<file path="src/rtl/imem_loader_if.sv">
// ============================================================================
// Module      : imem_loader_if
// Description : Byte-stream handshake and instruction-memory write bus for imem_loader.
// Revision    : 1.0
// ============================================================================
`default_nettype none

interface imem_loader_if;
   logic [7:0]  RX_DATA;
   logic        RX_VALID;
   logic        RX_READY;
   logic        IMEM_WE;
   logic [31:0] IMEM_A;
   logic [31:0] IMEM_WD;
   logic        CPU_RST;
   logic        DONE;
   logic        ERR;

   modport slave (
      input  RX_DATA, RX_VALID,
      output RX_READY, IMEM_WE, IMEM_A, IMEM_WD, CPU_RST, DONE, ERR
   );

   modport master (
      output RX_DATA, RX_VALID,
      input  RX_READY, IMEM_WE, IMEM_A, IMEM_WD, CPU_RST, DONE, ERR
   );
endinterface

`default_nettype wire

</file>
<file path="src/rtl/imem_loader.sv">
// ============================================================================
// Module      : imem_loader
// Description : Framed byte-stream boot loader for instruction memory; holds the core in reset until a good frame.
// Revision    : 1.0
// ============================================================================
`default_nettype none

module imem_loader #(
   parameter int         DEPTH_WORDS = 64,
   parameter logic [7:0] SYNC_BYTE   = 8'hA5
) (
   input  wire logic     CLK,
   input  wire logic     RST_N,
   imem_loader_if.slave  lb
);

   localparam logic [15:0] c_DEPTH = 16'(DEPTH_WORDS);

   typedef enum logic [2:0] {
      IDLE   = 3'd0,
      CNT_HI = 3'd1,
      CNT_LO = 3'd2,
      DATA   = 3'd3,
      CHK    = 3'd4
   } state_t;

   state_t      r_state, w_nstate;
   logic [15:0] r_cnt, w_ncnt;
   logic [15:0] r_widx, w_nwidx;
   logic [1:0]  r_bidx, w_nbidx;
   logic [23:0] r_word, w_nword;
   logic [7:0]  r_csum, w_ncsum;
   logic        r_we, w_nwe;
   logic [31:0] r_addr, w_naddr;
   logic [31:0] r_wd, w_nwd;
   logic        r_cpu_rst, w_ncpu_rst;
   logic        r_done, w_ndone;
   logic        r_err, w_nerr;
   logic        r_ready;

   logic        w_fire;
   logic [15:0] w_count;
   logic [15:0] w_widx_inc;

   assign w_fire     = lb.RX_VALID && r_ready;
   assign w_count    = {r_cnt[15:8], lb.RX_DATA};
   assign w_widx_inc = r_widx + 16'd1;

   always_ff @(posedge CLK or negedge RST_N) begin
      if (!RST_N) begin
         r_state   <= IDLE;
         r_cnt     <= '0;
         r_widx    <= '0;
         r_bidx    <= '0;
         r_word    <= '0;
         r_csum    <= '0;
         r_we      <= 1'b0;
         r_addr    <= '0;
         r_wd      <= '0;
         r_cpu_rst <= 1'b1;
         r_done    <= 1'b0;
         r_err     <= 1'b0;
         r_ready   <= 1'b0;
      end else begin
         r_state   <= w_nstate;
         r_cnt     <= w_ncnt;
         r_widx    <= w_nwidx;
         r_bidx    <= w_nbidx;
         r_word    <= w_nword;
         r_csum    <= w_ncsum;
         r_we      <= w_nwe;
         r_addr    <= w_naddr;
         r_wd      <= w_nwd;
         r_cpu_rst <= w_ncpu_rst;
         r_done    <= w_ndone;
         r_err     <= w_nerr;
         r_ready   <= 1'b1;
      end
   end

   always_comb begin
      w_nstate   = r_state;
      w_ncnt     = r_cnt;
      w_nwidx    = r_widx;
      w_nbidx    = r_bidx;
      w_nword    = r_word;
      w_ncsum    = r_csum;
      w_nwe      = 1'b0;
      w_naddr    = r_addr;
      w_nwd      = r_wd;
      w_ncpu_rst = r_cpu_rst;
      w_ndone    = r_done;
      w_nerr     = r_err;

      if (w_fire) begin
         case (r_state)
            IDLE: begin
               if (lb.RX_DATA == SYNC_BYTE) begin
                  w_nstate   = CNT_HI;
                  w_ncpu_rst = 1'b1;
                  w_ndone    = 1'b0;
                  w_nerr     = 1'b0;
                  w_ncsum    = '0;
                  w_nwidx    = '0;
                  w_nbidx    = '0;
               end
            end
            CNT_HI: begin
               w_ncnt   = {lb.RX_DATA, 8'h00};
               w_nstate = CNT_LO;
            end
            CNT_LO: begin
               w_ncnt = w_count;
               if (w_count > c_DEPTH) begin
                  w_nerr   = 1'b1;
                  w_nstate = IDLE;
               end else if (w_count == 16'd0) begin
                  w_nstate = CHK;
               end else begin
                  w_nstate = DATA;
               end
            end
            DATA: begin
               w_ncsum = r_csum ^ lb.RX_DATA;
               w_nbidx = r_bidx + 2'd1;
               case (r_bidx)
                  2'd0: w_nword[7:0]   = lb.RX_DATA;
                  2'd1: w_nword[15:8]  = lb.RX_DATA;
                  2'd2: w_nword[23:16] = lb.RX_DATA;
                  default: begin
                     // Last byte goes straight into the write data; the word buffer is not needed for it.
                     w_nwe   = 1'b1;
                     w_nwd   = {lb.RX_DATA, r_word};
                     w_naddr = {14'd0, r_widx, 2'b00};
                     w_nwidx = w_widx_inc;
                     w_nbidx = 2'd0;
                     if (w_widx_inc == r_cnt) begin
                        w_nstate = CHK;
                     end
                  end
               endcase
            end
            CHK: begin
               if (lb.RX_DATA == r_csum) begin
                  w_ndone    = 1'b1;
                  w_ncpu_rst = 1'b0;
               end else begin
                  w_nerr = 1'b1;
               end
               w_nstate = IDLE;
            end
            default: w_nstate = IDLE;
         endcase
      end
   end

   assign lb.RX_READY = r_ready;
   assign lb.IMEM_WE  = r_we;
   assign lb.IMEM_A   = r_addr;
   assign lb.IMEM_WD  = r_wd;
   assign lb.CPU_RST  = r_cpu_rst;
   assign lb.DONE     = r_done;
   assign lb.ERR      = r_err;

endmodule

`default_nettype wire

</file>
<file path="src/flat_wrapper.sv">
// flat-port wrapper written by rule: the top's interface ports become plain ports
module imem_loader_flat 
#(
   parameter int         DEPTH_WORDS = 64,
   parameter logic [7:0] SYNC_BYTE   = 8'hA5
)
  (CLK, RST_N, lb_RX_DATA, lb_RX_VALID, lb_RX_READY, lb_IMEM_WE, lb_IMEM_A, lb_IMEM_WD, lb_CPU_RST, lb_DONE, lb_ERR);
  imem_loader_if lb_i ();
  input  wire logic CLK;
  input  wire logic RST_N;
  input wire logic [$bits(lb_i.RX_DATA)-1:0] lb_RX_DATA;
  input wire logic [$bits(lb_i.RX_VALID)-1:0] lb_RX_VALID;
  output wire logic [$bits(lb_i.RX_READY)-1:0] lb_RX_READY;
  output wire logic [$bits(lb_i.IMEM_WE)-1:0] lb_IMEM_WE;
  output wire logic [$bits(lb_i.IMEM_A)-1:0] lb_IMEM_A;
  output wire logic [$bits(lb_i.IMEM_WD)-1:0] lb_IMEM_WD;
  output wire logic [$bits(lb_i.CPU_RST)-1:0] lb_CPU_RST;
  output wire logic [$bits(lb_i.DONE)-1:0] lb_DONE;
  output wire logic [$bits(lb_i.ERR)-1:0] lb_ERR;
  assign lb_i.RX_DATA = lb_RX_DATA;
  assign lb_i.RX_VALID = lb_RX_VALID;
  assign lb_RX_READY = lb_i.RX_READY;
  assign lb_IMEM_WE = lb_i.IMEM_WE;
  assign lb_IMEM_A = lb_i.IMEM_A;
  assign lb_IMEM_WD = lb_i.IMEM_WD;
  assign lb_CPU_RST = lb_i.CPU_RST;
  assign lb_DONE = lb_i.DONE;
  assign lb_ERR = lb_i.ERR;
  imem_loader #(.DEPTH_WORDS(DEPTH_WORDS), .SYNC_BYTE(SYNC_BYTE)) u_core (.CLK(CLK), .RST_N(RST_N), .lb(lb_i));
endmodule
</file>
<file path="config.mk">
export PLATFORM = sky130hd
export DESIGN_NAME = imem_loader_flat
export DESIGN_NICKNAME = d
export VERILOG_FILES = /design/src/rtl/imem_loader_if.sv /design/src/rtl/imem_loader.sv /design/src/flat_wrapper.sv
export SDC_FILE = /design/constraint.sdc
export NUM_CORES = 1
export LEC_CHECK = 0
export BUFFER_PORTS_ARGS = -buffer_cell sky130_fd_sc_hd__buf_2
export CAP_MARGIN = 15
export CORE_MARGIN = 2
export CORE_UTILIZATION = 40
export DETAILED_ROUTE_END_ITERATION = 10
export PLACE_DENSITY_LB_ADDON = 0.2
export SKIP_LAST_GASP = 1
export SLEW_MARGIN = 20
export SYNTH_ARGS = -nofsm -noshare
export SYNTH_HDL_FRONTEND = slang
export SYNTH_SLANG_ARGS = --single-unit
</file>
<file path="constraint.sdc">
create_clock -name CLK -period 5.5 [get_ports CLK]
set_input_delay 0.275 -clock CLK [delete_from_list [all_inputs] [get_ports CLK]]
set_output_delay 0.275 -clock CLK [all_outputs]
set_load 0.05 [all_outputs]
</file>
# Word level (Yosys, flattened, before mapping)
# Cells that the tools add are included.
op_classes:
  n_addsub: 2
  eq_ne: 15
  bitwise: 3
  magnitude_cmp: 1
  mux: 27
  n_reduce_logical: 20
  div_mod_pow: 0
  mul: 0
  shifts: 0
ops:
  columns: ["operator", "count"]
  rows:
  - ["$pmux 16 s2", 2]
  - ["$mux 16", 2]
  - ["$reduce_and 3->1", 6]
  - ["$add 16x1->16 const B", 1]
  - ["$eq 16x16->1", 1]
  - ["$gt 16x7->1 const B", 1]
  - ["$logic_not 16->1", 1]
  - ["$pmux 8 s2", 1]
  - ["$mux 3", 5]
  - ["$pmux 3 s4", 1]
  - ["$reduce_and 4->1", 3]
  - ["$mux 1", 9]
  - ["$eq 8x8->1", 1]
  - ["$eq 8x8->1 const B", 1]
  - ["$mux 8", 1]
  - ["$ne 2x1->1 const B", 4]
  - ["$xor 8x8->8", 1]
  - ["$eq 3x2->1 const B", 2]
  - ["$reduce_bool 2->1", 3]
  - ["$reduce_and 5->1", 1]
  - ["$mux 2", 2]
  - ["$ne 2x2->1 const B", 2]
  - ["$pmux 1 s2", 2]
  - ["$pmux 2 s2", 1]
  - ["other kinds (13)", 14]
totals:
  latch_bits: 0
  mem_bits_rw: 0
  elab_cells: 84
  romBits: 0
  out_inout_bits: 69
  n_memories: 0
  regBits: 122

# Depth between registers and ports, before layout
depth:
  ltp_word: 5
  ltp_mapped: 9

# Least setup slack after synthesis
# OpenSTA, ideal clock, no wires.
synth_timing:
  kind: "input -> register"
  from: "in lb_RX_DATA[3]"
  to: "reg u_core.r_csum[6]"
  path_slack_ps: 3290
  t_required_ps: 5368
  path_stages: 8
  n_path_buf: 2
  setup_time_ps: 132
  arrival_time_ps: 2078
  path_cell_list: "buf_2 > or3_4 > or3_4 > or3_1 > a211o_1 > buf_6 > o21ai_1 > o21ai_1"
synth_between:
  elab_chain_cells: 3
synth_rtl:
  columns: ["item", "line_no", "rtl"]
  rows:
  - ["start, declared", "flat_wrapper.sv:11", "input wire logic [$bits(lb_i.RX_DATA)-1:0] lb_RX_DATA;"]
  - ["$eq 8x8->1", "imem_loader.sv:98", "if (lb.RX_DATA == SYNC_BYTE) begin"]
  - ["$ne 2x1->1 (no line)", null, null]
  - ["$reduce_and 3->1 (no line)", null, null]
  - ["end signal, assigned", "imem_loader.sv:70", "r_csum <= w_ncsum;"]
  - ["end, declared", "imem_loader.sv:32", "logic [7:0] r_csum, w_ncsum;"]
# Every way passes these cells.
# A chain may end at the register's enable or synchronous reset.

# Final worst setup path
layout_timing:
  from: "reg u_core.r_state[1]"
  to: "reg u_core.r_widx[9]"
layout_between:
  elab_chain_cells: 3
layout_rtl:
  columns: ["item", "line_no", "rtl"]
  rows:
  - ["start, declared", "imem_loader.sv:27", "state_t r_state, w_nstate;"]
  - ["start signal, assigned", "imem_loader.sv:65", "r_state <= w_nstate;"]
  - ["$eq 3x2->1 or $logic_not 3->1 (tied branches)", "imem_loader.sv:96", "case (r_state)"]
  - ["$ne 2x2->1 (no line) (tied with other cells)", null, null]
  - ["$reduce_and 4->1 (no line)", null, null]
  - ["end signal, assigned", "imem_loader.sv:67", "r_widx <= w_nwidx;"]
  - ["end, declared", "imem_loader.sv:29", "logic [15:0] r_widx, w_nwidx;"]
# Parallel ways exist; a longest one is shown, timed or not.

==> metrics list <==
- Counting every sink on the clock net gives 122.
- Number of fill cells: 1372
- Final design instance area without fill: 6710 um2
* Fraction of layout instances using a drive strength above 1: 0.196
- For this run, the slowest stage of the critical path takes 0.83 ns.
* Setup clock skew after layout: 0.0124 ns
- Setup slack on the worst reg-to-reg path comes out at 2.64 ns.
- Compared with the post-synthesis result, the final layout area differs by 15.4%.
* Max capacitance violation total: 0
- CTS placed an instance of clkbuf_16 at the clock tree root.
- Critical-path cell with the highest stage delay: nor2_1
- DP Wirelength: 8470 um
- In this run, distinct cell masters in the synthesized netlist total 52.
- Avg Inst Size Synth: 9.41 um2
- The path with the worst hold slack has its endpoint at u_core.r_state[2].
- Post-synthesis simple-gate area fraction: 0.216
* Critical path start-end classification: reg -> reg
- The path class of the tightest hold or removal check is in -> reg.
* CTS H-tree depth: 4
- Xor/xnor cell area share of the yosys netlist: 0.0430
- Buffers inserted to repair hold after CTS numbered 1.
* Max frequency: 0.349 GHz
- Predominant post-synthesis flop cell: dfrtp_1
- Of the total synthesized cell area, the portion taken by full adders, half adders and majority gates is 0.0108.
- Placed cells: 824
- The worst hold path begins at lb_RX_VALID.
- Warning count from the yosys run: 0
* Status: complete, no violations
- Setup violations remaining at the end of the flow were counted as 0.
* Critical R2R Capture: u_core.r_widx[9]
* Global-route wire length before repair: 22100 um
* Largest net degree at the start of global routing: 70
- The net count of the finished layout is 676.
- Once layout is complete, the cells apart from fillers number 857.
* Worst Setup Start Kind: flip-flop
- Post-synthesis compound-gate area fraction: 0.0979
* DRC violations left: 0
* Post-layout util: 0.467
- The final number of max-transition violations is 0.
- Walking the worst path, the cells encountered are nand3b_1 > nor2_1 > nand2_2 > clkinv_1 > buf_4 > nand2_1 > o31ai_1.
- The number of clock buffers added by TritonCTS is 17.
- Number of storage elements in the synthesis netlist: 122
* Data required time at the worst endpoint: 5.83 ns
* Setup TNS: 0 ns
* Via density per instance: 5.17
- Proportion of synthesized flip-flops having asynchronous set or reset: 1.00
* Post-CTS clock slew at the launch and capture registers of the worst setup and hold paths: 0.06 ns
- Cell Area, Placed: 6130 um2
- Die outline area: 15500 um2
* Final weighted congestion in routability-driven placement: 0.795
- Number of cells on the worst reg-to-reg path: 7
* CTS tree: yes
* Height of the chip: 125 um
- Ant diodes: 0
- By area, the combinational part of the netlist is dominated by simple AND/OR/NAND/NOR gates.
- In this run the cell area of the synthesized design comes to 5820 um2.
- First-pass iteration count of the detailed router: 6
- Leading cell type in the layout, fill and taps excluded: nand2_1
* Maximum net fanout on the critical path: 51
- The portion of synthesized area spent on multiplexers is 0.0484.
- The initial utilization of the core area, before any placement, comes to 0.405.
- Total grt overflow: 0
- Worst-case vdd ir drop: 0.000313 V
- Routed via count: 4429
- Part of the cycle the worst path needs: 0.520
- Most used cells in the layout excluding fill and tap cells: nand2_1 (177), dfrtp_1 (121), buf_2 (62)
- Number of cells traversed by the worst hold path: 3
- Wires add up to 13400 um.
- Port buffering added 63 buffers.
- Antenna Nets Post-Route: 0
- Number of global-route vias before repair: 4286
- Gates resized, CTS repair: 0
- Counting flops with a built-in enable in the synthesized netlist gives 0.
- Summed over all cells, the static leakage comes to 3.32 nW.
* Hold Fails Final Rpt: 0
* Relative slew slack: 0.315
* Count of mapped cells out of synthesis: 618
- The startpoint identified for the worst register-to-register timing path is u_core.r_state[1].
* Power per unit of standard cell area: 523 nW/um2
- At the pin with the least slew margin, the transition time is 1.02 ns.
* Setup fix buffers added after clock tree synthesis: 0
- Crit path capture type: flip-flop
- Setup repair after global routing missed its margin: no
- The first routing iteration left 363 violations.
- The clock passes through at most 2 buffers.
* All-layer global routing usage: 0.179
- For the finished layout, the period the worst path requires is 2.86 ns.
- Hold is met by 0.177 ns.
- Sequential cell area fraction in the yosys report: 0.525
- Dividing the detail-routed wire length by the instance count gives 15.6 um.
- The initial antenna violation count came to 0.
* Clock latency on the worst-skew pair: 0.42 ns
- Data arrival time of the critical path: 3.19 ns
- After floorplanning, the core was sized to cover 14400 um2.
* Rows: 44
- Floorplan die width: 125 um
- Boundary Pins: 80
cells by family after synthesis:
group | count (synthesis)
buf+inv | 66
xor+xnor | 27
fa+ha+maj | 5
mux | 25
compound gates | 95
other cells | 2
simple gates | 276
flops | 122
per-stage QoR:
step                      setup slack [ns]  power (mW)
final                                 2.64        3.51
after floorplan                       3.29        2.21
after global routing                  2.34        3.71
after global placement                2.72        2.44
after detailed placement              2.67        2.47
after CTS                             2.64        3.54
synth_stat cells (2+ instances only):
cell	number	share of area
nand2_1	178	0.11
dfrtp_1	121	0.52
o21ai_0	32	0.028
clkbuf_1	29	0.019
mux2_2	25	0.048
nor2_1	25	0.016
o21ai_1	22	0.019
xnor2_1	20	0.030
buf_4	16	0.021
nand3_1	13	0.011
a21oi_1	10	0.0086
a22o_1	10	0.015
buf_2	10	0.0086
nand4_1	9	0.0097
nand2b_1	8	0.0086
inv_1	7	0.0045
nor3_1	6	0.0052
xor2_1	6	0.0090
and3_1	5	0.0054
ha_1	5	0.011
o31ai_1	5	0.0065
nor2b_1	4	0.0043
nor4_1	4	0.0043
a211o_1	3	0.0045
a31oi_1	3	0.0032
and4_1	3	0.0045
nor4_2	3	0.0065
or4_1	3	0.0039
and2_1	2	0.0022
buf_6	2	0.0039
conb_1	2	0.0013
nand3b_1	2	0.0026
nor3b_1	2	0.0026
o211ai_1	2	0.0026
o21a_1	2	0.0026
or3_1	2	0.0022
or3_4	2	0.0039
registers in the layout, summed over array words and instances, names as in the netlist, 2 cells and up:
register           cells
u_core.lb.IMEM_A      16
u_core.lb.IMEM_WD     32
u_core.r_bidx          2
u_core.r_cnt          16
u_core.r_csum          8
u_core.r_state         3
u_core.r_widx         16
u_core.r_word         24
worst max-delay path by stage:
| stage | startpoint | endpoint | slack (ns) | depth (start not counted) |
|---|---|---|---|---|
| 6_report | u_core.r_state[1] | u_core.r_widx[9] | 2.64 | 7 |
| 2_1_floorplan | lb_RX_DATA[3] | u_core.r_csum[6] | 3.29 | 8 |
| 4_1_cts | u_core.r_state[1] | u_core.r_widx[9] | 2.64 | 7 |
| 5_1_grt | u_core.r_state[1] | u_core.r_widx[9] | 2.34 | 7 |
| 3_3_place_gp | u_core.r_state[2] | u_core.r_widx[9] | 2.72 | 7 |
| 3_5_place_dp | u_core.r_state[2] | u_core.r_widx[9] | 2.67 | 7 |
per-layer routing:
| layer | up-vias | track usage | wire, um |
|---|---|---|---|
| li1 | 2134 | - | - |
| met1 | 2154 | 0.239 | 6220 |
| met2 | 125 | 0.274 | 6320 |
| met3 | 16 | 0.0537 | 667 |
| met4 | 0 | 0.0714 | 200 |
| met5 | - | 0 | 0 |
final cells by class:
| cell class | count | area, um2 | share of cell area |
|---|---|---|---|
| clock buffer | 20 | 447 | 0.0666 |
| multi-input combinational | 445 | 2480 | 0.370 |
| inverter | 7 | 26.3 | 0.00392 |
| clock inverter | 12 | 119 | 0.0177 |
| tap | 184 | 230 | 0.0343 |
| timing repair buffer | 67 | 350 | 0.0522 |
| sequential | 122 | 3050 | 0.455 |
worst max-delay path: cells and delay by family (launching register included):
kind                   cells  cell delay, ns
and+or+nand+nor            4            1.32
buffers and inverters      2            0.66
AOI/OAI and AO/OA          1            0.22
DFF                        1            0.54
power breakdown:
| group | switching, mW | internal [mW] |
|---|---|---|
| Combinational | 0.707 | 0.360 |
| Sequential | 0.204 | 1.17 |
| Clock | 0.426 | 0.638 |
| Total | 1.34 | 2.17 |
Power figures use the tool's default switching activity.
